===== config.mk =====
export PLATFORM = sky130hd
export DESIGN_NAME = morse_encoder
export DESIGN_NICKNAME = d
export VERILOG_FILES = /design/src/rtl/morse_pkg.sv /design/src/rtl/morse_rom.sv /design/src/rtl/morse_encoder.sv
export SDC_FILE = /design/constraint.sdc
export NUM_CORES = 1
export LEC_CHECK = 0
export ABC_CLOCK_PERIOD_IN_PS = 2900
export BUFFER_PORTS_ARGS = -buffer_cell sky130_fd_sc_hd__buf_2
export CAP_MARGIN = 20
export CORE_UTILIZATION = 50
export DETAILED_ROUTE_END_ITERATION = 10
export HOLD_SLACK_MARGIN = 0.02
export PLACE_DENSITY_LB_ADDON = 0.1
export SLEW_MARGIN = 40
export SYNTH_ARGS = -nofsm -noshare
export SYNTH_HDL_FRONTEND = slang
export SYNTH_HIERARCHICAL = 1
export SYNTH_SLANG_ARGS = --single-unit
export TNS_END_PERCENT = 20

===== constraint.sdc =====
create_clock -name CLOCK_50 -period 2.9 [get_ports CLOCK_50]
set_input_delay 0.145 -clock CLOCK_50 [delete_from_list [all_inputs] [get_ports CLOCK_50]]
set_output_delay 0.145 -clock CLOCK_50 [all_outputs]
set_load 0.05 [all_outputs]

===== src/rtl/morse_pkg.sv =====
// morse_pkg: shared definitions for the Morse encoder.
//   state_e       - encoder FSM states
//   ASCII_*       - character constants used for decode / case folding
//   morse_code_t  - {len[2:0], pattern[3:0]} code-table entry; pattern is
//                   left-aligned, so pattern[3] is the first element sent
//                   (1 = dash)
//   to_upper()    - folds 'a'-'z' onto 'A'-'Z', passes everything else
//   max_of()      - integer max, used to size the shared timer
package morse_pkg;

  typedef enum logic [2:0] {
    ST_IDLE      = 3'd0,
    ST_MARK      = 3'd1,
    ST_ELEM_GAP  = 3'd2,
    ST_CHAR_GAP  = 3'd3,
    ST_WORD_GAP  = 3'd4
  } state_e;

  localparam logic [7:0] ASCII_A         = 8'h41;
  localparam logic [7:0] ASCII_Z         = 8'h5A;
  localparam logic [7:0] ASCII_LC_A      = 8'h61;
  localparam logic [7:0] ASCII_LC_Z      = 8'h7A;
  localparam logic [7:0] ASCII_SPACE     = 8'h20;
  localparam logic [7:0] ASCII_LC_OFFSET = 8'h20;

  typedef struct packed {
    logic [2:0] len;
    logic [3:0] pattern;
  } morse_code_t;

  function automatic logic [7:0] to_upper(input logic [7:0] c);
    if (c >= ASCII_LC_A && c <= ASCII_LC_Z) begin
      return c - ASCII_LC_OFFSET;
    end
    return c;
  endfunction

  function automatic int max_of(input int a, input int b);
    return (a > b) ? a : b;
  endfunction

endpackage


===== src/rtl/morse_rom.sv =====
// morse_rom: combinational International Morse lookup for upper-case A-Z.
// Ports:
//   ascii_i  in  8  upper-case ASCII byte
//   valid_o  out 1  ascii_i is a letter A-Z
//   code_o   out 7  {len, pattern}; zero when valid_o is low
module morse_rom
  import morse_pkg::*;
(
  input  logic [7:0]  ascii_i,
  output logic        valid_o,
  output morse_code_t code_o
);

  logic [7:0] offset_d;
  logic [4:0] index_d;

  assign offset_d = ascii_i - ASCII_A;
  assign index_d  = offset_d[4:0];

  always_comb begin
    valid_o = 1'b0;
    code_o  = '0;
    if (ascii_i >= ASCII_A && ascii_i <= ASCII_Z) begin
      valid_o = 1'b1;
      // Patterns are left-aligned: only the top len bits are meaningful.
      unique case (index_d)
        5'd0:  code_o = '{len: 3'd2, pattern: 4'b0100}; // A .-
        5'd1:  code_o = '{len: 3'd4, pattern: 4'b1000}; // B -...
        5'd2:  code_o = '{len: 3'd4, pattern: 4'b1010}; // C -.-.
        5'd3:  code_o = '{len: 3'd3, pattern: 4'b1000}; // D -..
        5'd4:  code_o = '{len: 3'd1, pattern: 4'b0000}; // E .
        5'd5:  code_o = '{len: 3'd4, pattern: 4'b0010}; // F ..-.
        5'd6:  code_o = '{len: 3'd3, pattern: 4'b1100}; // G --.
        5'd7:  code_o = '{len: 3'd4, pattern: 4'b0000}; // H ....
        5'd8:  code_o = '{len: 3'd2, pattern: 4'b0000}; // I ..
        5'd9:  code_o = '{len: 3'd4, pattern: 4'b0111}; // J .---
        5'd10: code_o = '{len: 3'd3, pattern: 4'b1010}; // K -.-
        5'd11: code_o = '{len: 3'd4, pattern: 4'b0100}; // L .-..
        5'd12: code_o = '{len: 3'd2, pattern: 4'b1100}; // M --
        5'd13: code_o = '{len: 3'd2, pattern: 4'b1000}; // N -.
        5'd14: code_o = '{len: 3'd3, pattern: 4'b1110}; // O ---
        5'd15: code_o = '{len: 3'd4, pattern: 4'b0110}; // P .--.
        5'd16: code_o = '{len: 3'd4, pattern: 4'b1101}; // Q --.-
        5'd17: code_o = '{len: 3'd3, pattern: 4'b0100}; // R .-.
        5'd18: code_o = '{len: 3'd3, pattern: 4'b0000}; // S ...
        5'd19: code_o = '{len: 3'd1, pattern: 4'b1000}; // T -
        5'd20: code_o = '{len: 3'd3, pattern: 4'b0010}; // U ..-
        5'd21: code_o = '{len: 3'd4, pattern: 4'b0001}; // V ...-
        5'd22: code_o = '{len: 3'd3, pattern: 4'b0110}; // W .--
        5'd23: code_o = '{len: 3'd4, pattern: 4'b1001}; // X -..-
        5'd24: code_o = '{len: 3'd4, pattern: 4'b1011}; // Y -.--
        5'd25: code_o = '{len: 3'd4, pattern: 4'b1100}; // Z --..
        default: begin
          valid_o = 1'b0;
          code_o  = '0;
        end
      endcase
    end
  end

endmodule


===== src/rtl/morse_encoder.sv =====
// morse_encoder: serialises one ASCII character at a time as Morse key timing.
// Ports:
//   CLOCK_50    in   1  clock, rising edge
//   RESET_N     in   1  asynchronous active-low reset
//   char_in     in   8  ASCII character offered
//   char_valid  in   1  char_in valid
//   char_ready  out  1  encoder idle, character will be taken this cycle
//   key_out     out  1  registered key drive (1 = key down)
//   busy        out  1  FSM not idle
//   sym_valid   out  1  one-cycle pulse at the start of each element
//   sym_dash    out  1  element type for sym_valid (1 = dash)
//
// state       | meaning
// ------------+--------------------------------------------------
// ST_IDLE     | waiting for a character, char_ready high
// ST_MARK     | key down for one dot or dash
// ST_ELEM_GAP | key up between elements of one character
// ST_CHAR_GAP | key up after the last element of a character
// ST_WORD_GAP | key up for a space
module morse_encoder #(
  parameter int DOT_CYCLES      = 25_000_000,
  parameter int DASH_CYCLES     = 50_000_000,
  parameter int ELEM_GAP_CYCLES = 10_000_000,
  parameter int CHAR_GAP_CYCLES = 50_000_000,
  parameter int WORD_GAP_CYCLES = 100_000_000
) (
  input  logic       CLOCK_50,
  input  logic       RESET_N,
  input  logic [7:0] char_in,
  input  logic       char_valid,
  output logic       char_ready,
  output logic       key_out,
  output logic       busy,
  output logic       sym_valid,
  output logic       sym_dash
);

  import morse_pkg::*;

  localparam int MAX_CYCLES = max_of(max_of(max_of(DOT_CYCLES, DASH_CYCLES),
                                            max_of(ELEM_GAP_CYCLES, CHAR_GAP_CYCLES)),
                                     WORD_GAP_CYCLES);
  localparam int CNT_W = $clog2(MAX_CYCLES + 1);

  // Timer loads are N-1: a state lasts for the cycles the counter spends
  // on N-1 down to 0, and is left on the cycle it reads zero.
  localparam logic [CNT_W-1:0] DOT_LOAD  = CNT_W'(DOT_CYCLES - 1);
  localparam logic [CNT_W-1:0] DASH_LOAD = CNT_W'(DASH_CYCLES - 1);
  localparam logic [CNT_W-1:0] ELEM_LOAD = CNT_W'(ELEM_GAP_CYCLES - 1);
  localparam logic [CNT_W-1:0] CHAR_LOAD = CNT_W'(CHAR_GAP_CYCLES - 1);
  localparam logic [CNT_W-1:0] WORD_LOAD = CNT_W'(WORD_GAP_CYCLES - 1);

  state_e           state_q;
  logic [CNT_W-1:0] cnt_q;
  logic [3:0]       pat_q;     // elements still to send, next one in bit 3
  logic [2:0]       rem_q;     // elements left after the current mark
  logic             key_out_q;
  logic             sym_valid_q;
  logic             sym_dash_q;

  logic [7:0]       char_upper_d;
  logic             rom_valid_d;
  morse_code_t      rom_code_d;
  logic             accept_d;
  logic             cnt_zero_d;

  assign char_upper_d = to_upper(char_in);

  morse_rom u_rom (
    .ascii_i (char_upper_d),
    .valid_o (rom_valid_d),
    .code_o  (rom_code_d)
  );

  assign accept_d   = char_valid && (state_q == ST_IDLE);
  assign cnt_zero_d = (cnt_q == '0);

  always_ff @(posedge CLOCK_50 or negedge RESET_N) begin
    if (!RESET_N) begin
      state_q     <= ST_IDLE;
      cnt_q       <= '0;
      pat_q       <= '0;
      rem_q       <= '0;
      key_out_q   <= 1'b0;
      sym_valid_q <= 1'b0;
      sym_dash_q  <= 1'b0;
    end else begin
      sym_valid_q <= 1'b0;
      case (state_q)
        ST_IDLE: begin
          // Non-letter, non-space codes are consumed here with no effect.
          if (accept_d) begin
            if (rom_valid_d) begin
              state_q     <= ST_MARK;
              key_out_q   <= 1'b1;
              sym_valid_q <= 1'b1;
              sym_dash_q  <= rom_code_d.pattern[3];
              cnt_q       <= rom_code_d.pattern[3] ? DASH_LOAD : DOT_LOAD;
              pat_q       <= {rom_code_d.pattern[2:0], 1'b0};
              rem_q       <= rom_code_d.len - 3'd1;
            end else if (char_upper_d == ASCII_SPACE) begin
              state_q <= ST_WORD_GAP;
              cnt_q   <= WORD_LOAD;
            end
          end
        end

        ST_MARK: begin
          if (cnt_zero_d) begin
            key_out_q <= 1'b0;
            if (rem_q != 3'd0) begin
              state_q <= ST_ELEM_GAP;
              cnt_q   <= ELEM_LOAD;
            end else begin
              state_q <= ST_CHAR_GAP;
              cnt_q   <= CHAR_LOAD;
            end
          end else begin
            cnt_q <= cnt_q - 1'b1;
          end
        end

        ST_ELEM_GAP: begin
          if (cnt_zero_d) begin
            state_q     <= ST_MARK;
            key_out_q   <= 1'b1;
            sym_valid_q <= 1'b1;
            sym_dash_q  <= pat_q[3];
            cnt_q       <= pat_q[3] ? DASH_LOAD : DOT_LOAD;
            pat_q       <= {pat_q[2:0], 1'b0};
            rem_q       <= rem_q - 3'd1;
          end else begin
            cnt_q <= cnt_q - 1'b1;
          end
        end

        ST_CHAR_GAP, ST_WORD_GAP: begin
          if (cnt_zero_d) begin
            state_q <= ST_IDLE;
            pat_q   <= '0;
            rem_q   <= '0;
          end else begin
            cnt_q <= cnt_q - 1'b1;
          end
        end

        default: begin
          state_q   <= ST_IDLE;
          cnt_q     <= '0;
          pat_q     <= '0;
          rem_q     <= '0;
          key_out_q <= 1'b0;
        end
      endcase
    end
  end

  assign char_ready = (state_q == ST_IDLE);
  assign busy       = (state_q != ST_IDLE);
  assign key_out    = key_out_q;
  assign sym_valid  = sym_valid_q;
  assign sym_dash   = sym_dash_q;

endmodule


* After elaboration in Yosys (flattened, before gate mapping)
Cells that the tools add are included.
** Storage, ports and cells
- Register bits :: 40
- Input bits :: 11
** Cells by class
- Add/subtract/negate cells :: 5
- Order comparisons :: 4
- Equality and inequality tests :: 37
- Mux-type cells :: 47
- Bitwise operators :: 2
- Reductions and logical operators :: 16
** Operator list (number)
- case mux 7 bit (26 select lines) :: 1
- two-way mux 27 bit :: 6
- case mux 27 bit (4 select lines) :: 1
- two-way mux 26 bit :: 3
- equality test 5 bit (second input constant) :: 10
- equality test 5 x 4 -> 1 bit (second input constant) :: 8
- logical NOT 27 bit :: 1
- two-way mux 3 bit :: 9
- subtractor 27 x 1 -> 27 bit (second input constant) :: 1
- OR reduction 26 bit :: 1
- case mux 3 bit (4 select lines) :: 2
- equality test 5 x 3 -> 1 bit (second input constant) :: 4
- >= comparator 8 x 7 -> 1 bit (second input constant) :: 2
- less-or-equal comparator 8 x 7 -> 1 bit (second input constant) :: 2
- two-way mux 4 bit :: 4
- two-way mux 8 bit :: 2
- case mux 4 bit (4 select lines) :: 1
- AND reduction 5 bit :: 3
- two-way mux 1 bit :: 14
- equality test 5 x 2 -> 1 bit (second input constant) :: 2
- equality test 8 x 6 -> 1 bit (second input constant) :: 1
- inequality test 2 bit (second input constant) :: 4
- subtractor 8 x 6 -> 8 bit (second input constant) :: 1
- two-way mux 7 bit :: 1
- other kinds (19) :: 27

* Depth between registers and ports, before layout
- Depth in word-level cells :: 12
- Depth in mapped cells :: 16

* Modules after synthesis
The synthesis kept the hierarchy.
** By module, submodules not included
- morse_encoder :: instances 1, cells an instance 385, area an instance 2937.8 µm², seq. area each 975.9 µm²
- morse_rom :: instances 1, cells an instance 73, area an instance 470.5 µm², seq. area each 0.0 µm²

* Least setup slack after synthesis
OpenSTA, ideal clock, no wires.
- Path kind :: input to register
- Start :: in char_in[4]
- End :: reg cnt_q[24]
- Library setup time :: 124 ps
- Arrival time :: 3435 ps
- Data required time :: 2776 ps
- Setup slack :: -659 ps
- Stages on the path :: 15
- Cell sequence :: or4_4 or2_2 o21ai_0 nor2_1 a31o_2 nor2_1 nand2_1 a211oi_1 inv_1 o41ai_2 a21oi_1 or2_1 buf_6 o41a_1 a211o_1
** RTL lines
- start, declared :: line morse_encoder.sv:29 : input logic [7:0] char_in,
- >= comparator 8 x 7 -> 1 bit or less-or-equal comparator 8 x 7 -> 1 bit (tied branches) :: line morse_pkg.sv:32 : if (c >= ASCII_LC_A && c <= ASCII_LC_Z) begin
- logical AND 1 bit :: line morse_pkg.sv:32
- two-way mux 1 bit :: line morse_pkg.sv:32
- two-way mux 8 bit * :: line morse_pkg.sv:35 : return c;
- named net char_upper_d[7] :: line morse_encoder.sv:61 : logic [7:0] char_upper_d;
- >= comparator 8 x 7 -> 1 bit or less-or-equal comparator 8 x 7 -> 1 bit (tied branches) :: line morse_rom.sv:23 : if (ascii_i >= ASCII_A && ascii_i <= ASCII_Z) begin
- logical AND 1 bit * :: line morse_rom.sv:23
- two-way mux 1 bit * :: line morse_rom.sv:23
- named net rom_valid_d :: line morse_encoder.sv:62 : logic rom_valid_d;
- two-way mux 27 bit :: line morse_encoder.sv:93 : if (rom_valid_d) begin
- two-way mux 27 bit :: line morse_encoder.sv:92 : if (accept_d) begin
- case mux 27 bit (4 select lines) :: line morse_encoder.sv:89 : case (state_q)
- end signal, assigned :: line morse_encoder.sv:98 : cnt_q <= rom_code_d.pattern[3] ? DASH_LOAD : DOT_LOAD;
- end signal, assigned :: line morse_encoder.sv:119 : cnt_q <= cnt_q - 1'b1;
- end signal, assigned :: line morse_encoder.sv:129 : cnt_q <= pat_q[3] ? DASH_LOAD : DOT_LOAD;
- end, declared :: line morse_encoder.sv:54 : logic [CNT_W-1:0] cnt_q;
The timed path passes the listed nets; every way through them passes the cells marked *. The select of a mux whose other input is x is not followed.
A chain may end at the register's enable or synchronous reset.

* Final worst setup path
- Start :: in char_in[1]
- End :: reg cnt_q[24]
The elaborated chain is that of the path after synthesis.

==> summary.txt <==
Timing
  – Final setup TNS: 0 ns
  – PnR worst setup slack: 0.1126 ns
  – Final setup violation count: 0
  – Headroom to the max-slew limit: 47.74%
  – Fin crit period: 2.787 ns
  – Final hold viol count: 0
  – Final clock period utilization by the worst path: 96.12%
  – Highest clock rate: 0.3588 GHz
  – Max Clock Skew: 0.01532 ns
  – Number of pins exceeding their max-slew limit in the final report: 0
  – RSZ-0062 raised after global routing: no
  – Worst slew pin tran: 0.7756 ns

Cells and area
  – Synth-to-layout area growth: 14.46%
  – Utilization after layout: 60.40%
  – Share of layout cells above drive strength 1: 19.96%
  – Number of diodes added for antenna fixing: 0
  – Final Instance Area: 0.003901 mm²
  – Nets@finish: 510

Critical path
  – Crit path launch type: input port
  – R2r setup slk: 0.19 ns
  – Worst EP arrival: 2.96 ns
  – Required time of the critical path: 3.07 ns
  – Max FO, Critical Path: 7
  – Crit. End Element: flip-flop
  – Class of the most critical setup path: input port to flip-flop

Place
  – Placed instance area: 0.003756 mm²
  – Post-detailed-placement half-perimeter wirelength: 7.774 mm
  – Number of input and output port buffers inserted: 15
  – Pre-CTS setup slack: -0.2641 ns
  – Final Wtd Congestion: 0.9447

Yosys
  – Largest area contributor in the netlist: sky130_fd_sc_hd__dfrtp_1
  – Number of warning messages in the yosys log: 6
  – Cell area after technology mapping: 0.003408 mm²
  – Fraction of post-synthesis cell area in the top cell type by area: 28.63%
  – Count of flip-flops with a built-in enable after synthesis: 0
  – Largest cells by area after synthesis: sky130_fd_sc_hd__dfrtp_1 (29%), sky130_fd_sc_hd__a21oi_1 (6.8%), sky130_fd_sc_hd__nand2_1 (5.9%)
  – Synthesized area per cell: 7.442 µm²
  – Total nets after synthesis: 473
  – Share of async-settable or async-resettable flops after synthesis: 100.0%
  – Proportion of synthesized chip area in sequential cells: 28.63%
  – Cell count after synthesis: 458
  – Number of synthesized register bits: 39
  – Count of different cell masters after synthesis: 75
  – Most used DFF post-synth: sky130_fd_sc_hd__dfrtp_1

Power
  – Power density cells: 380.9 mW/mm²
  – Leak Pwr: 1.616 nW
  – Worst VDD drop: 0.4023 mV

Route
  – Wirelength, routed: 10.29 mm
  – Post-route antenna net violation count: 0
  – Total via count after detailed routing: 3753
  – Routed WL per cell: 17.96 µm
  – Met1 Routed Length: 4.856 mm
  – Average via count per standard cell: 6.550
  – Metal3 WL: 753 µm
  – Detailed Route Iter0 Violations: 371
  – Highest Signal Layer: met4
  – Amount of wire on met2 after detailed routing: 4.314 mm
  – First drt pass iteration count: 4
  – Post-route DRC violation count: 0

Clock network
  – Root Buffer Master: sky130_fd_sc_hd__clkbuf_8
  – Buffer depth of the longest clock path: 2
  – Clock-pin slew on the worst setup and hold paths: 0.08 ns
  – Clk_lat worst skew: 0.30 ns
  – Clock tree from TritonCTS: built
  – CTS sink count: 39
  – CTS H-tree lvls: 2
  – CTS buffer count: 5

Die
  – Initial cell density of the core: 52.77%
  – Die Span Y: 84.56 µm
  – Number of primary I/O pins: 16
  – Overall die width: 84.56 µm
  – Num rows: 29
  – DIE AREA: 0.007150 mm²
  – Placeable Area: 0.006459 mm²

Global routing
  – Number of antenna violations at the first check in global routing: 0
  – Pin count of the biggest net entering global routing: 40
  – Residual overflow from global routing: 0
  – Global-route wire length before repair: 17.13 mm
  – Vias in the first global route: 3375
  – Gr usage total: 30.03%

Run
  – Maximum capacitance violations: 0

Worst hold path
  – Worst min path class: input port to flip-flop

Run status
  – Status: finished, final reports clean
[placed cells by master, fill, tap and decap left out, drive strengths merged, types with 4 or more instances in the layout]
master,netlist,routed
buf,17,59
nand2,54,54
nor2,53,53
a21oi,46,46
dfrtp,39,39
o21ai,28,28
nor3,24,24
inv,20,20
nand3,18,18
o22ai,11,11
nor4,10,10
a31oi,9,9
o31ai,8,8
or2,8,8
nand4,7,7
nand2b,6,6
nor4b,6,6
o211ai,6,6
clkbuf,13,5
mux2i,4,4
nor3b,4,4
and3,4,4
ha,4,4
or4,4,4
[cell usage after synthesis (all sizes together) (10+ instances only)]
| master | n |
|---|---|
| a21oi | 46 |
| buf | 17 |
| clkbuf | 13 |
| dfrtp | 39 |
| inv | 20 |
| nand2 | 54 |
| nand3 | 18 |
| nor2 | 53 |
| nor3 | 24 |
| nor4 | 10 |
| o21ai | 28 |
| o22ai | 11 |
[cell families (layout without fill, tap and decap cells)]
logic type      Yosys count  count (layout)  synth area share [%]
fa+ha+maj                 4               4                 1.468
compound gates          150             150                 29.26
simple gates            208             208                 31.20
mux                       4               4                 1.175
buf+inv                  51              89                 7.746
xor+xnor                  2               2                0.5140
flops                    39              39                 28.63
[through the flow]
| step | std cells | hold slack [ns] | total power (W) |
|---|---|---|---|
| 2_1_floorplan | 458 | -0.1506 | 0.0009347 |
| 4_1_cts | 572 | 0.1677 | 0.001497 |
| 3_5_place_dp | 563 | 0.1557 | 0.001034 |
| 5_1_grt | 573 | 0.1890 | 0.001586 |
| 3_3_place_gp | 563 | 0.3288 | 0.001023 |
| 6_report | 573 | 0.1686 | 0.001486 |
[report_power, final]
part | total (W) | switching (W) | internal [W]
clock network | 0.000456 | 0.000200 | 0.000256
logic | 0.000343 | 0.000186 | 0.000157
registers | 0.000687 | 0.0000856 | 0.000601
total | 0.00149 | 0.000472 | 0.00101
[per-layer routing]
layer | up-vias | GRT usage [%]
met4 | 0 | 12.02
met5 | - | 0
li1 | 1784 | -
met3 | 26 | 4.130
met1 | 1769 | 45.34
met2 | 174 | 42.87
[area by class of cell]
type | instances | area [µm²]
inverter | 21 | 78.83
timing repair buffer | 60 | 417.9
sequential | 39 | 975.9
multi-input combinational | 368 | 2220
tap | 77 | 96.34
clock inverter | 3 | 43.79
fill | 612 | 2557
clock buffer | 5 | 68.82
[worst max-delay path, cell delays in order]
cell                       delay, ns
sky130_fd_sc_hd__buf_2          0.10
sky130_fd_sc_hd__or4_4          0.53
sky130_fd_sc_hd__or2_4          0.27
sky130_fd_sc_hd__o21ai_2        0.07
sky130_fd_sc_hd__nor2_2         0.07
sky130_fd_sc_hd__a31o_2         0.22
sky130_fd_sc_hd__nor2_4         0.11
sky130_fd_sc_hd__nand2_4        0.07
sky130_fd_sc_hd__a211oi_4       0.24
sky130_fd_sc_hd__inv_2          0.06
sky130_fd_sc_hd__o41ai_2        0.07
sky130_fd_sc_hd__a21oi_2        0.12
sky130_fd_sc_hd__or2_4          0.28
sky130_fd_sc_hd__o41a_1         0.33
sky130_fd_sc_hd__a211o_1        0.27
[state kept, by name, indices dropped and copies added, names as in the netlist]
register and count:
cnt_q 27, key_out 1, pat_q 3, rem_q 3
state_q 3, sym_dash 1, sym_valid 1
[path summary, 6_finish.rpt]
check                                     startpoint                     to  depth (start not counted)
worst max-delay path                      char_in[1]  cnt_q[24]$_DFFE_PN0P_                         15
worst min-delay path                      char_valid    sym_valid$_DFF_PN0_                          3
worst max register to register  cnt_q[0]$_DFFE_PN0P_  cnt_q[24]$_DFFE_PN0P_                         10
worst min register to register  pat_q[2]$_DFFE_PN0P_   pat_q[2]$_DFFE_PN0P_                          2
max in group asynchronous                    RESET_N   rem_q[2]$_DFFE_PN0P_                          2
min in group asynchronous                    RESET_N  cnt_q[25]$_DFFE_PN0P_                          2
[repair_timing]
item                                    in CTS  in global routing
endpoints found under the setup margin       0                 23
resized for setup                            0                  5
hold buffers                                 1                  0
buffers inserted                             0                  1
hold endpoints to repair                    39                  0
No activity file was read; power rests on OpenSTA's default activity.
